### src/rtl/target_round_sequencer_pkg.sv
// Shared types and constants for the target round sequencer and its debouncer.
package target_round_sequencer_pkg;

    localparam int unsigned BOX_W  = 3;
    localparam int unsigned DIFF_W = 2;
    localparam int unsigned WIN_W  = 16;
    localparam int unsigned RC_W   = 8;

    localparam logic [BOX_W-1:0] NO_BOX  = BOX_W'(0);
    localparam logic [BOX_W-1:0] MAX_BOX = BOX_W'(7);

    typedef enum logic [1:0] {
        S_IDLE,
        S_LOAD,
        S_ARMED,
        S_COOLDOWN
    } seq_state_e;

    // Never repeat the previous target and never pick the empty box.
    function automatic logic [BOX_W-1:0] next_target(input logic [BOX_W-1:0] lfsr,
                                                     input logic [BOX_W-1:0] prev);
        logic [BOX_W-1:0] succ;
        succ = (prev == MAX_BOX) ? BOX_W'(1) : prev + BOX_W'(1);
        return ((lfsr == NO_BOX) || (lfsr == prev)) ? succ : lfsr;
    endfunction

endpackage

### src/rtl/target_round_sequencer_if.sv
// Game-control and event bus between the game datapath and the round sequencer.
interface target_round_sequencer_if;
    import target_round_sequencer_pkg::*;

    logic                start_game;
    logic [DIFF_W-1:0]   difficulty_level;
    logic [BOX_W-1:0]    lfsr_value;
    logic [BOX_W-1:0]    box_address;
    logic [BOX_W-1:0]    target_box;
    logic                target_valid;
    logic                hit_pulse;
    logic                miss_pulse;
    logic                timeout_pulse;
    logic [RC_W-1:0]     round_count;

    modport master (
        output start_game, difficulty_level, lfsr_value, box_address,
        input  target_box, target_valid, hit_pulse, miss_pulse, timeout_pulse, round_count
    );

    modport slave (
        input  start_game, difficulty_level, lfsr_value, box_address,
        output target_box, target_valid, hit_pulse, miss_pulse, timeout_pulse, round_count
    );

endinterface

### src/rtl/target_round_sequencer_strike_debouncer.sv
// Turns the raw sensor box address into one strike pulse per physical hit;
// a new strike needs the sensor to settle back to NO_BOX first.
module target_round_sequencer_strike_debouncer
    import target_round_sequencer_pkg::*;
#(
    parameter int unsigned DEBOUNCE_CYCLES = 500000
) (
    input  logic             CLOCK_50,
    input  logic             resetn,
    input  logic [BOX_W-1:0] box_address,
    output logic             strike,
    output logic [BOX_W-1:0] strike_box
);

    localparam int unsigned CNT_W = $clog2(DEBOUNCE_CYCLES + 1);
    localparam logic [CNT_W-1:0] CNT_MAX = CNT_W'(DEBOUNCE_CYCLES);

    logic [BOX_W-1:0] last_q, last_d;
    logic [CNT_W-1:0] cnt_q, cnt_d;
    logic             rearm_q, rearm_d;
    logic             strike_q, strike_d;
    logic [BOX_W-1:0] sbox_q, sbox_d;
    logic             same_c;

    always_ff @(posedge CLOCK_50) begin
        if (!resetn) begin
            last_q   <= NO_BOX;
            cnt_q    <= '0;
            rearm_q  <= 1'b1;
            strike_q <= 1'b0;
            sbox_q   <= NO_BOX;
        end else begin
            last_q   <= last_d;
            cnt_q    <= cnt_d;
            rearm_q  <= rearm_d;
            strike_q <= strike_d;
            sbox_q   <= sbox_d;
        end
    end

    // Count consecutive identical samples; act only on the cycle the count matures.
    always_comb begin
        last_d   = box_address;
        cnt_d    = cnt_q;
        rearm_d  = rearm_q;
        strike_d = 1'b0;
        sbox_d   = sbox_q;
        same_c   = (box_address == last_q);

        if (!same_c) begin
            cnt_d = CNT_W'(1);
        end else if (cnt_q != CNT_MAX) begin
            cnt_d = cnt_q + CNT_W'(1);
        end

        if ((cnt_d == CNT_MAX) && (!same_c || (cnt_q != CNT_MAX))) begin
            if (box_address == NO_BOX) begin
                rearm_d = 1'b1;
            end else if (rearm_q) begin
                strike_d = 1'b1;
                sbox_d   = box_address;
                rearm_d  = 1'b0;
            end
        end
    end

    assign strike     = strike_q;
    assign strike_box = sbox_q;

endmodule

### src/rtl/target_round_sequencer.sv
// Round sequencer: holds an LFSR-derived target for a timed window and reports
// one hit, miss or timeout event per debounced strike or expired round.
module target_round_sequencer
    import target_round_sequencer_pkg::*;
#(
    parameter int unsigned DEBOUNCE_CYCLES = 500000,
    parameter int unsigned MS_CYCLES       = 50000,
    parameter int unsigned WINDOW_L1_MS    = 2000,
    parameter int unsigned WINDOW_L2_MS    = 1500,
    parameter int unsigned WINDOW_L3_MS    = 1000,
    parameter int unsigned COOLDOWN_MS     = 250
) (
    input  logic                       CLOCK_50,
    input  logic                       resetn,
    target_round_sequencer_if.slave    bus
);

    localparam int unsigned MS_W = (MS_CYCLES > 1) ? $clog2(MS_CYCLES) : 1;
    localparam logic [MS_W-1:0] MS_LAST = MS_W'(MS_CYCLES - 1);

    seq_state_e       state_q, state_d;
    logic [BOX_W-1:0] target_q, target_d;
    logic [BOX_W-1:0] prev_q, prev_d;
    logic             valid_q, valid_d;
    logic             hit_q, hit_d;
    logic             miss_q, miss_d;
    logic             timeout_q, timeout_d;
    logic [RC_W-1:0]  round_q, round_d;
    logic [WIN_W-1:0] window_q, window_d;
    logic [WIN_W-1:0] cool_q, cool_d;
    logic [MS_W-1:0]  ms_q, ms_d;

    logic             strike;
    logic [BOX_W-1:0] strike_box;
    logic             ms_tick_c;
    logic             expire_c;
    logic [WIN_W-1:0] win_load_c;
    logic [BOX_W-1:0] sel_target_c;

    target_round_sequencer_strike_debouncer #(
        .DEBOUNCE_CYCLES (DEBOUNCE_CYCLES)
    ) u_strike_debouncer (
        .CLOCK_50    (CLOCK_50),
        .resetn      (resetn),
        .box_address (bus.box_address),
        .strike      (strike),
        .strike_box  (strike_box)
    );

    always_ff @(posedge CLOCK_50) begin
        if (!resetn) begin
            state_q   <= S_IDLE;
            target_q  <= NO_BOX;
            prev_q    <= NO_BOX;
            valid_q   <= 1'b0;
            hit_q     <= 1'b0;
            miss_q    <= 1'b0;
            timeout_q <= 1'b0;
            round_q   <= '0;
            window_q  <= '0;
            cool_q    <= '0;
            ms_q      <= '0;
        end else begin
            state_q   <= state_d;
            target_q  <= target_d;
            prev_q    <= prev_d;
            valid_q   <= valid_d;
            hit_q     <= hit_d;
            miss_q    <= miss_d;
            timeout_q <= timeout_d;
            round_q   <= round_d;
            window_q  <= window_d;
            cool_q    <= cool_d;
            ms_q      <= ms_d;
        end
    end

    // Difficulty 0 plays like difficulty 1.
    always_comb begin
        case (bus.difficulty_level)
            DIFF_W'(2): win_load_c = WIN_W'(WINDOW_L2_MS);
            DIFF_W'(3): win_load_c = WIN_W'(WINDOW_L3_MS);
            default:    win_load_c = WIN_W'(WINDOW_L1_MS);
        endcase
    end

    assign sel_target_c = next_target(bus.lfsr_value, prev_q);
    assign ms_tick_c    = (ms_q == MS_LAST);
    // A zero window means an expiry deferred by a miss on the expiry cycle.
    assign expire_c     = (window_q == '0) || (ms_tick_c && (window_q == WIN_W'(1)));

    always_comb begin
        state_d   = state_q;
        target_d  = target_q;
        prev_d    = prev_q;
        valid_d   = valid_q;
        hit_d     = 1'b0;
        miss_d    = 1'b0;
        timeout_d = 1'b0;
        round_d   = round_q;
        window_d  = window_q;
        cool_d    = cool_q;
        ms_d      = ms_q;

        if (!bus.start_game) begin
            state_d  = S_IDLE;
            target_d = NO_BOX;
            valid_d  = 1'b0;
        end else begin
            case (state_q)
                S_IDLE: begin
                    state_d = S_LOAD;
                    round_d = '0;
                end
                S_LOAD: begin
                    state_d  = S_ARMED;
                    target_d = sel_target_c;
                    prev_d   = sel_target_c;
                    valid_d  = 1'b1;
                    window_d = win_load_c;
                    ms_d     = '0;
                    if (round_q != '1) begin
                        round_d = round_q + RC_W'(1);
                    end
                end
                S_ARMED: begin
                    ms_d = ms_tick_c ? '0 : ms_q + MS_W'(1);
                    if (ms_tick_c && (window_q != '0)) begin
                        window_d = window_q - WIN_W'(1);
                    end
                    // A strike outranks an expiry landing in the same cycle.
                    if (strike && (strike_box == target_q)) begin
                        hit_d    = 1'b1;
                        state_d  = S_COOLDOWN;
                        target_d = NO_BOX;
                        valid_d  = 1'b0;
                        cool_d   = WIN_W'(COOLDOWN_MS);
                        ms_d     = '0;
                    end else if (strike) begin
                        miss_d = 1'b1;
                    end else if (expire_c) begin
                        timeout_d = 1'b1;
                        state_d   = S_COOLDOWN;
                        target_d  = NO_BOX;
                        valid_d   = 1'b0;
                        cool_d    = WIN_W'(COOLDOWN_MS);
                        ms_d      = '0;
                    end
                end
                S_COOLDOWN: begin
                    ms_d = ms_tick_c ? '0 : ms_q + MS_W'(1);
                    if (ms_tick_c) begin
                        if (cool_q <= WIN_W'(1)) begin
                            state_d = S_LOAD;
                        end else begin
                            cool_d = cool_q - WIN_W'(1);
                        end
                    end
                end
                default: begin
                    state_d = S_IDLE;
                end
            endcase
        end
    end

    assign bus.target_box    = target_q;
    assign bus.target_valid  = valid_q;
    assign bus.hit_pulse     = hit_q;
    assign bus.miss_pulse    = miss_q;
    assign bus.timeout_pulse = timeout_q;
    assign bus.round_count   = round_q;

endmodule

### src/flat_wrapper.sv
// flat-port wrapper written by rule: the top's interface ports become plain ports
module target_round_sequencer_flat import target_round_sequencer_pkg::*;
#(
    parameter int unsigned DEBOUNCE_CYCLES = 500000,
    parameter int unsigned MS_CYCLES       = 50000,
    parameter int unsigned WINDOW_L1_MS    = 2000,
    parameter int unsigned WINDOW_L2_MS    = 1500,
    parameter int unsigned WINDOW_L3_MS    = 1000,
    parameter int unsigned COOLDOWN_MS     = 250
)
  (CLOCK_50, resetn, bus_start_game, bus_difficulty_level, bus_lfsr_value, bus_box_address, bus_target_box, bus_target_valid, bus_hit_pulse, bus_miss_pulse, bus_timeout_pulse, bus_round_count);
  target_round_sequencer_if bus_i ();
  input  logic CLOCK_50;
  input  logic resetn;
  input wire logic [$bits(bus_i.start_game)-1:0] bus_start_game;
  input wire logic [$bits(bus_i.difficulty_level)-1:0] bus_difficulty_level;
  input wire logic [$bits(bus_i.lfsr_value)-1:0] bus_lfsr_value;
  input wire logic [$bits(bus_i.box_address)-1:0] bus_box_address;
  output wire logic [$bits(bus_i.target_box)-1:0] bus_target_box;
  output wire logic [$bits(bus_i.target_valid)-1:0] bus_target_valid;
  output wire logic [$bits(bus_i.hit_pulse)-1:0] bus_hit_pulse;
  output wire logic [$bits(bus_i.miss_pulse)-1:0] bus_miss_pulse;
  output wire logic [$bits(bus_i.timeout_pulse)-1:0] bus_timeout_pulse;
  output wire logic [$bits(bus_i.round_count)-1:0] bus_round_count;
  assign bus_i.start_game = bus_start_game;
  assign bus_i.difficulty_level = bus_difficulty_level;
  assign bus_i.lfsr_value = bus_lfsr_value;
  assign bus_i.box_address = bus_box_address;
  assign bus_target_box = bus_i.target_box;
  assign bus_target_valid = bus_i.target_valid;
  assign bus_hit_pulse = bus_i.hit_pulse;
  assign bus_miss_pulse = bus_i.miss_pulse;
  assign bus_timeout_pulse = bus_i.timeout_pulse;
  assign bus_round_count = bus_i.round_count;
  target_round_sequencer #(.DEBOUNCE_CYCLES(DEBOUNCE_CYCLES), .MS_CYCLES(MS_CYCLES), .WINDOW_L1_MS(WINDOW_L1_MS), .WINDOW_L2_MS(WINDOW_L2_MS), .WINDOW_L3_MS(WINDOW_L3_MS), .COOLDOWN_MS(COOLDOWN_MS)) u_core (.CLOCK_50(CLOCK_50), .resetn(resetn), .bus(bus_i));
endmodule
### config.mk
export PLATFORM = sky130hd
export DESIGN_NAME = target_round_sequencer_flat
export DESIGN_NICKNAME = d
export VERILOG_FILES = /design/src/rtl/target_round_sequencer_pkg.sv /design/src/rtl/target_round_sequencer_if.sv /design/src/rtl/target_round_sequencer_strike_debouncer.sv /design/src/rtl/target_round_sequencer.sv /design/src/flat_wrapper.sv
export SDC_FILE = /design/constraint.sdc
export NUM_CORES = 1
export LEC_CHECK = 0
export CORE_ASPECT_RATIO = 1.5
export CORE_UTILIZATION = 45
export CTS_BUF_LIST = sky130_fd_sc_hd__clkbuf_4
export DETAILED_ROUTE_END_ITERATION = 6
export MAX_ROUTING_LAYER = met4
export SYNTH_ARGS = -nofsm -noshare
export SYNTH_HDL_FRONTEND = slang
export SYNTH_HIERARCHICAL = 1
export SYNTH_SLANG_ARGS = --single-unit
export TNS_END_PERCENT = 30
### constraint.sdc
create_clock -name CLOCK_50 -period 3.5 [get_ports CLOCK_50]
set_input_delay 0.7 -clock CLOCK_50 [delete_from_list [all_inputs] [get_ports CLOCK_50]]
set_output_delay 0.7 -clock CLOCK_50 [all_outputs]
set_load 0.03 [all_outputs]
==> results of run 1 <==
==> sequential cells by signal (all words and copies together) (netlist names) <==
| name | cells |
|---|---|
| u_core/window_q | 16 |
| u_core/bus.round_count | 8 |
| u_core/bus.timeout_pulse | 1 |
| u_core/u_strike_debouncer/rearm_q | 1 |
| u_core/bus.miss_pulse | 1 |
| u_core/u_strike_debouncer/cnt_q | 19 |
| u_core/prev_q | 3 |
| u_core/state_q | 2 |
| u_core/u_strike_debouncer/strike | 1 |
| u_core/u_strike_debouncer/last_q | 3 |
| u_core/u_strike_debouncer/strike_box | 3 |
| u_core/bus.hit_pulse | 1 |
| u_core/bus.target_valid | 1 |
| u_core/ms_q | 16 |
| u_core/bus.target_box | 3 |
| u_core/cool_q | 16 |
==> cell families after synthesis <==
kind of cell,count (synthesis),share of synthesized area
buf+inv,45,0.03809
mux,8,0.01538
fa+ha+maj,16,0.03786
simple gates,296,0.3093
xor+xnor,51,0.08448
compound gates,112,0.1552
flops,95,0.3597
==> routing by layer <==
layer,GRT usage,vias up
met5,-,-
met3,0.02196,23
met4,0.1138,0
li1,-,2292
met1,0.2346,2193
met2,0.4032,84
==> path summary, 6_finish.rpt <==
| path | start | end | slack [ns] | cells past startpoint |
|---|---|---|---|---|
| worst min-delay path | u_core/u_strike_debouncer/rearm_q | u_core/u_strike_debouncer/strike | 0.47 | 2 |
| worst min register to register | u_core/u_strike_debouncer/rearm_q | u_core/u_strike_debouncer/strike | 0.47 | 2 |
| worst max-delay path | u_core/u_strike_debouncer/cnt_q[0] | u_core/u_strike_debouncer/rearm_q | 0.66 | 8 |
| worst max register to register | u_core/u_strike_debouncer/cnt_q[0] | u_core/u_strike_debouncer/rearm_q | 0.66 | 8 |
==> report_power, final <==
group          switching [mW]  internal (mW)
Sequential             0.0256           1.10
Clock                   0.366          0.374
Combinational           0.164         0.0975
==> placed cells by master, fill, tap and decap left out, drive strengths merged, types with 21 or more instances in the layout <==
master and n:
dfxtp 95, nor2 72, nand2 70, nand3 30, a21oi 29, nor3 28
xnor2 27, clkdlybuf4s50 25, xor2 24, inv 22, o21ai 22, nand4 21
==> area by class of cell <==
class / instances / area share
Multi-Input combinational cell: 483 / 0.5429
Sequential cell: 95 / 0.3242
Timing Repair Buffer: 35 / 0.05546
Tap cell: 150 / 0.03200
Clock inverter: 4 / 0.01621
Inverter: 23 / 0.01472
Clock buffer: 11 / 0.01408
Antenna cell: 1 / 0.0004266
==> worst max-delay path, delay by kind of cell, from the launching register on <==
kind                       cells  cell delay [ns]
adders and majority gates      1             0.34
AOI/OAI and AO/OA              3             0.42
and+or+nand+nor                4             1.46
DFF                            1             0.47
==> results by group, run 1 <==
Clocking
  • Clk Latency, worst-skew pair: 0.45 ns
  • Root Driver: clkbuf_4
  • H-tree depth: 3
  • Resize count post-CTS: 0
  • CTS Buf Count: 9
  • Clock Tree Buf Depth: 2
  • Clk sink count: 95
  • CTS clk-pin slew, worst paths: 0.14 ns
  • Post-CTS Setup Inserts: 0
  • CTS tree: built
  • # hold bufs at CTS: 0

Yosys
  • Area contributors post-synth: dfxtp_1, nor2_1, nand2_1, xnor2_1, xor2_1
  • Post-synth top flop: dfxtp_1
  • Async S/R FF share, synth: 0
  • Distinct cells, synth: 80
  • Syn nets: 650
  • Synth top cells by count: dfxtp_1, nor2_1, nand2_1
  • Cell taking the most area after synthesis: dfxtp_1
  • Count leader, synth: dfxtp_1
  • Yosys warnings: 6
  • Register area share after synthesis: 0.3597
  • Netlist Area Pre-Place: 5288 um^2
  • Number of enable flip-flop cells after synthesis: 0
  • Synth Instances: 623
  • Top cell type's share of synthesized area: 0.3597
  • FF+latch count, synth: 95
  • Mean Syn Cell Area: 8.487 um^2

Worst setup path
  • CP endpoint kind: flop
  • CP max FO: 8
  • Crit start category: flop
  • Critical path class: reg2reg
  • Most used cell, CP: or4_1
  • CP peak stage delay: 0.56 ns
  • Required time worst endpoint: 3.81 ns
  • Slowest stage cell, crit path: or4_1
  • Worst Path Arrival: 3.15 ns
  • Worst path cell trace: ha_1 -> nand2_1 -> or4_1 -> nor3_1 -> a211oi_1 -> or4_1 -> o21ai_0 -> o311ai_0

Global route
  • Antenna violations before repair: 1
  • Global-route wire length before repair: 21.19 mm
  • Total GRT Usage: 0.2208
  • Grt total ovfl: 0
  • Vias in the first global route: 4464
  • Largest net degree at the start of global routing: 26

Placement
  • Placed cell area: 5685 um^2
  • Hpwl dp: 9.290 mm
  • Dpl ws: 0.3519 ns
  • Placed cells: 786
  • GP Congestion: 0.8663
  • I/O Buffers: 25

Route
  • Final wirelength: 12.50 mm
  • Initial DRC Count: 156
  • DRC: 0
  • Top layer reached by signal wires: met4
  • Vias/cell: 5.726
  • Met3 wire len: 297 um
  • DR WL met2: 6.787 mm
  • Routed length per placed instance: 15.58 um
  • Met1 wire length: 5.063 mm
  • Final antenna-violating net count: 0
  • Vias: 4592
  • First drt pass iteration count: 4

Die
  • Die ar.: 12200 um^2
  • Row cnt: 48
  • Die Y: 134.8 um
  • Initial core utilization: 0.4610
  • # IOs: 26
  • Core area: 11470 um^2
  • Die X: 90.51 um

Final layout
  • Register area: 1902 um^2
  • Layout cells sized above 1: 0.09677
  • Nets: 674
  • FILL cells: 1135
  • Post-layout util: 0.5113
  • Layout Cells excl Fill: 802
  • Area grow syn2layout: 10.93%
  • Multi-input gate area: 3184 um^2
  • Design area: 5866 um^2

Run
  • Max Cap Viol: 0

STA
  • Fmax: 352.7 MHz
  • TNS Setup: 0 ns
  • Final setup viols: 0
  • Final critical-path share of the clock period: 0.8101
  • Final hold slack: 0.4683 ns
  • Fin Clk Skew: 0.01155 ns
  • Period minus WS final: 2.835 ns
  • Unrepaired setup endpoints after global routing: no
  • Worst Tran Pin Value: 0.9230 ns
  • Max-slew violation count: 0
  • Final WS setup: 0.6648 ns
  • Final hold vios: 0
  • Rel. slew slack: 0.3799

Pwr
  • Leakage Power: 2.044 nW
  • Power Density: 363.1 nW/um^2
  • Tot Pwr: 2.130 mW
  • VDD IR max: 0.0001538 V

Outcome
  • Outcome: finished clean

Min path
  • Hold/Removal Path Class: reg2reg
No activity file was read; power rests on OpenSTA's default activity.
==> run 2, diff against run 1 <==
clock period = 2.5 ns   (was 3.5 ns; I/O delays follow)
==> results by group, run 2 (synthesis results as in run 1) <==
Worst setup path
  • Crit start category: flop
  • CP endpoint kind: flop
  • Critical path class: reg2reg
  • CP max FO: 4 (-4)
  • Required time worst endpoint: 2.85 ns (-0.96 ns)
  • Worst Path Arrival: 2.85 ns (-0.30 ns)

Die
  • Die X: 90.51 um (unchanged)
  • Die ar.: 12200 um^2 (unchanged)
  • Initial core utilization: 0.4610 (unchanged)
  • Core area: 11470 um^2 (unchanged)
  • Die Y: 134.8 um (unchanged)
  • Row cnt: 48 (unchanged)
  • # IOs: 26 (unchanged)

Pwr
  • Tot Pwr: 2.684 mW (+26%)
  • Leakage Power: 2.304 nW (+13%)
  • VDD IR max: 0.0002113 V (+37%)
  • Power Density: 425.4 nW/um^2 (+17%)

Global route
  • Total GRT Usage: 0.2272 (+0.006334)
  • Met2 Resource Use GR: 0.4289 (+0.02567)
  • Vias in the first global route: 4703 (+5.4%)
  • Antenna violations before repair: 1 (unchanged)
  • Global-route wire length before repair: 21.74 mm (+2.6%)
  • Grt total ovfl: 0 (unchanged)
  • Top Usage Layer GRT: met2
  • Largest net degree at the start of global routing: 22 (-15%)
  • Grt met1 use: 0.2242 (-0.01035)
  • Met3 Use GR: 0.04054 (+0.01858)

Route
  • Routed length per placed instance: 15.39 um (-1.2%)
  • Vias/cell: 5.598 (-2.2%)
  • Vias: 4792 (+4.4%)
  • Final antenna-violating net count: 0 (unchanged)
  • DRC: 0 (unchanged)
  • First drt pass iteration count: 4 (unchanged)
  • Final wirelength: 13.18 mm (+5.4%)
  • Initial DRC Count: 175 (+12%)

Outcome
  • Failing checks: setup timing
  • Outcome: finished, violations left

Placement
  • I/O Buffers: 25 (unchanged)
  • GP Congestion: 0.8556 (-1.2%)
  • Hpwl dp: 9.971 mm (+7.3%)
  • Dpl ws: -0.3762 ns (-0.7281 ns)

Final layout
  • Layout cells sized above 1: 0.1915 (+0.09472)
  • Area grow syn2layout: 19.33%
  • FILL cells: 1107 (-2.5%)
  • Commonest cells after routing, fill and taps aside: dfxtp_1, nor2_1, nand2_1
  • Max reg flops: 19 (unchanged)
  • Largest Register: u_core/u_strike_debouncer/cnt_q
  • Nets: 729 (+8.2%)
  • Commonest non-fill, non-tap cell in the layout: dfxtp_1

Clocking
  • H-tree depth: 3 (unchanged)
  • CTS tree: built
  • Clk Latency, worst-skew pair: 0.46 ns (about the same)
  • Clock Tree Buf Depth: 2 (unchanged)
  • CTS clk-pin slew, worst paths: 0.12 ns (-0.02 ns)
  • Root Driver: clkbuf_4
  • Clk sink count: 95 (unchanged)
  • CTS Buf Count: 9 (unchanged)

STA
  • Unrepaired setup endpoints after global routing: yes
  • Period minus WS final: 2.503 ns (-0.3320 ns)
  • Final setup viols: 3 (+3)
  • TNS Setup: -0.005616 ns (-0.005616 ns)
  • Worst Tran Pin Value: 0.6045 ns (-0.3185 ns)
  • Final hold slack: 0.4336 ns (-0.03471 ns)
  • Fmax: 399.5 MHz (+13%)
  • Max-slew violation count: 0 (unchanged)
  • Fin Clk Skew: 0.01792 ns (+0.006371 ns)
  • Final critical-path share of the clock period: 1.001 (+0.1912)
  • Rel. slew slack: 0.5957 (+0.2158)
  • Final WS setup: -0.003245 ns (-0.6680 ns)
  • Final hold vios: 0 (unchanged)

Min path
  • Hold/Removal Path Class: in2reg

Run
  • Max Cap Viol: 0 (unchanged)
## run 2: changes by cell type in the layout (fill, tap and decap cells not counted), moves of 2 or more
cell	change
inv_2	+2
buf_12	+2
dfxtp_1	-9
buf_4	+53
clkinv_1	+2
nor3_2	+2
ha_1	-2
nor3_1	-2
dfxtp_2	+8
bufinv_16	-3
inv_1	-2
## run 2: per-layer routing
metal | up-vias | share of wire
met5 | - | 0
met4 | 0 | 0.027
met3 | 23 | 0.022
met2 | 72 | 0.55
met1 | 2292 | 0.40
li1 | 2405 | -
## run 2: critical path: stages, from the launching register on
cell and delay, ns:
dfxtp_4 0.39, inv_2 0.05, ha_4 0.25, nor4b_4 0.21, o211a_1 0.21, nand3_1 0.06
or4_1 0.51, or4_4 0.58, mux2i_1 0.14
## run 2: power breakdown
part | internal [mW] | switching [mW]
clock | 0.209 | 0.482
combinational | 0.172 | 0.241
sequential | 1.54 | 0.0356
total | 1.93 | 0.759
## run 2: final timing paths
path	start	endpoint	slack (ns)	depth (start not counted)
hold / removal	bus_box_address[0]	u_core/u_strike_debouncer/last_q[0]	0.43	4
setup reg to reg	u_core/u_strike_debouncer/cnt_q[0]	u_core/u_strike_debouncer/strike_box[1]	-0.003	8
hold reg to reg	u_core/u_strike_debouncer/strike_box[0]	u_core/u_strike_debouncer/strike_box[0]	0.48	2
setup / recovery	u_core/u_strike_debouncer/cnt_q[0]	u_core/u_strike_debouncer/strike_box[1]	-0.003	8
## run 2: cell type report
class	instances	area, um^2	area share
well taps	150	187.7	0.02974
clock inverters	3	12.51	0.001983
clock buffers	11	82.58	0.01309
multi-input cells	483	3257	0.5162
repair buffers	90	765.7	0.1214
inverters	23	86.33	0.01368
diodes	1	2.502	0.0003966
flip-flops and latches	95	1916	0.3036
## run 2: what timing repair did
| action | in CTS | in global routing |
|---|---|---|
| resized for setup | 4 | 18 |
| pin swaps | 0 | 14 |
| buffers inserted | 0 | 3 |
| hold buffers | 0 | 0 |
| setup endpoints to repair | 4 | 12 |
| cloned | 0 | 0 |
## run 2: per-stage QoR
stage | instance area [um^2] | cells | util
after global routing | 6310 | 856 | 0.5501
final | 6310 | 856 | 0.5501
after floorplan | 5309 | 623 | -
after CTS | 6212 | 852 | 0.5416
after detailed placement | 6110 | 838 | 0.5326
after global placement | 6110 | 838 | 0.5326
==> run 3, diff against run 2 <==
GPL_ROUTABILITY_DRIVEN = 0   (was unset)
REMOVE_ABC_BUFFERS = 1   (was unset)
==> results by group, run 3 (synthesis results as in run 1) <==
STA
  • Rel. slew slack: 0.6340 (+0.03834)
  • Final setup viols: 0 (-3)
  • Max-slew violation count: 0 (unchanged)
  • Fin Clk Skew: 0.01400 ns (-0.003918 ns)
  • Final critical-path share of the clock period: 0.9962 (-0.005056)
  • Final hold slack: 0.4850 ns (+0.05137 ns)
  • Worst Tran Pin Value: 0.5472 ns (-0.05733 ns)
  • Period minus WS final: 2.491 ns (-0.01264 ns)
  • Fmax: 401.5 MHz (+0.51%)
  • Unrepaired setup endpoints after global routing: yes
  • Final hold vios: 0 (unchanged)

Worst setup path
  • Critical path class: reg2reg
  • Worst path cell trace: nand4_1 -> buf_4 -> nor4_4 -> nand3_2 -> xor2_1 -> or4_1 -> or4_4 -> mux2i_1
  • Crit start category: flop
  • Slowest stage cell, crit path: or4_1
  • CP max FO: 5 (+1)
  • CP endpoint kind: flop
  • Top delay family on crit path: simple AND/OR/NAND/NOR gates
  • CP peak stage delay: 0.53 ns (-0.05 ns)
  • Reg2reg end: u_core/u_strike_debouncer/strike_box[2]
  • Reg2Reg Setup Slack: 0.009 ns (about the same)
  • CP bufs+invs: 1 (unchanged)
  • Worst Path Arrival: 2.87 ns (+0.02 ns)
  • R2R Path Start: u_core/u_strike_debouncer/cnt_q[8]
  • R2r worst-path depth: 8 (unchanged)
  • Required time worst endpoint: 2.88 ns (+0.03 ns)

Die
  • Die Y: 134.8 um (unchanged)
  • Core area: 11470 um^2 (unchanged)
  • Die X: 90.51 um (unchanged)
  • # IOs: 26 (unchanged)
  • Initial core utilization: 0.4610 (unchanged)
  • Die ar.: 12200 um^2 (unchanged)
  • Row cnt: 48 (unchanged)

Final layout
  • Design area: 6261 um^2 (-0.77%)
  • FILL cells: 1096 (-0.99%)
  • Max reg flops: 19 (unchanged)
  • Commonest cells after routing, fill and taps aside: dfxtp_1, nor2_1, nand2_1
  • Area grow syn2layout: 18.41%
  • Commonest non-fill, non-tap cell in the layout: dfxtp_1
  • Largest Register: u_core/u_strike_debouncer/cnt_q
  • ANT cells: 0 (-1)
  • Layout cells sized above 1: 0.1839 (-0.007614)
  • Layout Cells excl Fill: 857 (+0.12%)
  • Nets: 732 (+0.41%)

Min path
  • Hold path cells: 2 (-2)
  • Min-delay src: u_core/ms_q[1]
  • Hold/Removal Path Class: reg2reg
  • Hold EP: u_core/ms_q[1]

Pwr
  • Internal Power: 1.897 mW (-1.5%)
  • Clk network pwr share: 0.251 (-0.007)
  • Leakage Power: 2.300 nW (-0.17%)
  • Net Sw Power: 0.7651 mW (+0.82%)
  • Power Density: 425.1 nW/um^2 (about the same)
  • Logic pwr share: 0.155 (about the same)
  • Sw frac: 0.2874 (+0.004748)
  • Sequential share of power: 0.594 (+0.006)
  • VDD IR max: 0.0002600 V (+23%)

Route
  • Final antenna-violating net count: 0 (unchanged)
  • Initial DRC Count: 184 (+5.1%)
  • First drt pass iteration count: 5 (+1)
  • Vias: 4768 (-0.50%)
  • Routed length per placed instance: 15.00 um (-2.6%)
  • Final wirelength: 12.85 mm (-2.5%)
  • Vias/cell: 5.564 (-0.62%)
  • DRC: 0 (unchanged)

Clocking
  • CTS clk-pin slew, worst paths: 0.13 ns (about the same)
  • CTS Buf Count: 9 (unchanged)
  • H-tree depth: 3 (unchanged)
  • Root Driver: clkbuf_4
  • CTS tree: built
  • Clk sink count: 95 (unchanged)
  • # hold bufs at CTS: 0 (unchanged)
  • Clk Latency, worst-skew pair: 0.45 ns (about the same)
  • Clock Tree Buf Depth: 2 (unchanged)

Global route
  • Total GRT Usage: 0.2241 (-0.003076)
  • Vias in the first global route: 4667 (-0.77%)
  • Global-route wire length before repair: 21.46 mm (-1.3%)
  • Antenna violations before repair: 0 (-1)
  • Grt total ovfl: 0 (unchanged)
  • Largest net degree at the start of global routing: 22 (unchanged)

Placement
  • Placed cells: 842 (+0.48%)
  • I/O Buffers: 25 (unchanged)
  • Placed cell area: 6118 um^2 (+0.14%)
  • Hpwl dp: 9.669 mm (-3.0%)

Outcome
  • Outcome: finished clean

Run
  • Max Cap Viol: 0 (unchanged)
## run 3: through the flow
step | total power, mW | util | setup TNS [ns] | setup slack, ns
finish | 2.662 | 0.5458 | 0 | 0.009394
global route | 2.805 | 0.5458 | -0.2640 | -0.08233
CTS | 2.700 | 0.5432 | -0.02159 | -0.02159
detailed placement | 2.024 | 0.5334 | -1.702 | -0.5126
global placement | 2.014 | 0.5334 | -1.341 | -0.4159
floorplan | 1.846 | - | -0.1462 | -0.04873
## run 3: worst max path at each step
stage	from	end	slack (ns)	cells after the start
after global routing	u_core/u_strike_debouncer/cnt_q[8]	u_core/u_strike_debouncer/strike_box[2]	-0.08	8
after detailed placement	bus_box_address[1]	u_core/u_strike_debouncer/strike_box[2]	-0.51	8
after floorplan	bus_box_address[1]	u_core/u_strike_debouncer/strike_box[0]	-0.05	7
final	u_core/u_strike_debouncer/cnt_q[8]	u_core/u_strike_debouncer/strike_box[2]	0.009	8
after CTS	u_core/u_strike_debouncer/cnt_q[0]	u_core/u_strike_debouncer/strike_box[2]	-0.02	9
after global placement	bus_box_address[1]	u_core/u_strike_debouncer/strike_box[1]	-0.42	8
## run 3: area by class of cell
type	count	area, um^2	share of cell area
clock buffers	9	67.56	0.01079
clock inverters	4	16.27	0.002598
inverters	23	86.33	0.01379
multi-input cells	483	3217	0.5138
flip-flops and latches	95	1913	0.3056
well taps	150	187.7	0.02998
repair buffers	93	773.2	0.1235
## run 3: timing repair
action	4_1_cts	5_1_grt
buffers inserted	1	1
endpoints found under the setup margin	4	21
resized for setup	10	7
pin swaps	3	1
## run 3: routing by layer
layer	track usage	share of wire	up-vias
met5	-	0	-
met4	0.08961	0.017	0
met3	0.02984	0.022	21
met2	0.4137	0.53	75
met1	0.2397	0.43	2264
li1	-	-	2408
## run 3: tightest hold or removal path: stages (launching register included)
cell     delay, ns
dfxtp_1       0.35
nand2_1       0.06
a21oi_1       0.05
## run 3: power by group through the flow
stage	clock, mW	sequential, mW	combinational [mW]
global placement	0	1.61	0.402
finish	0.668	1.58	0.413
global route	0.763	1.59	0.457
floorplan	0	1.61	0.233
detailed placement	0	1.61	0.411
CTS	0.707	1.58	0.412
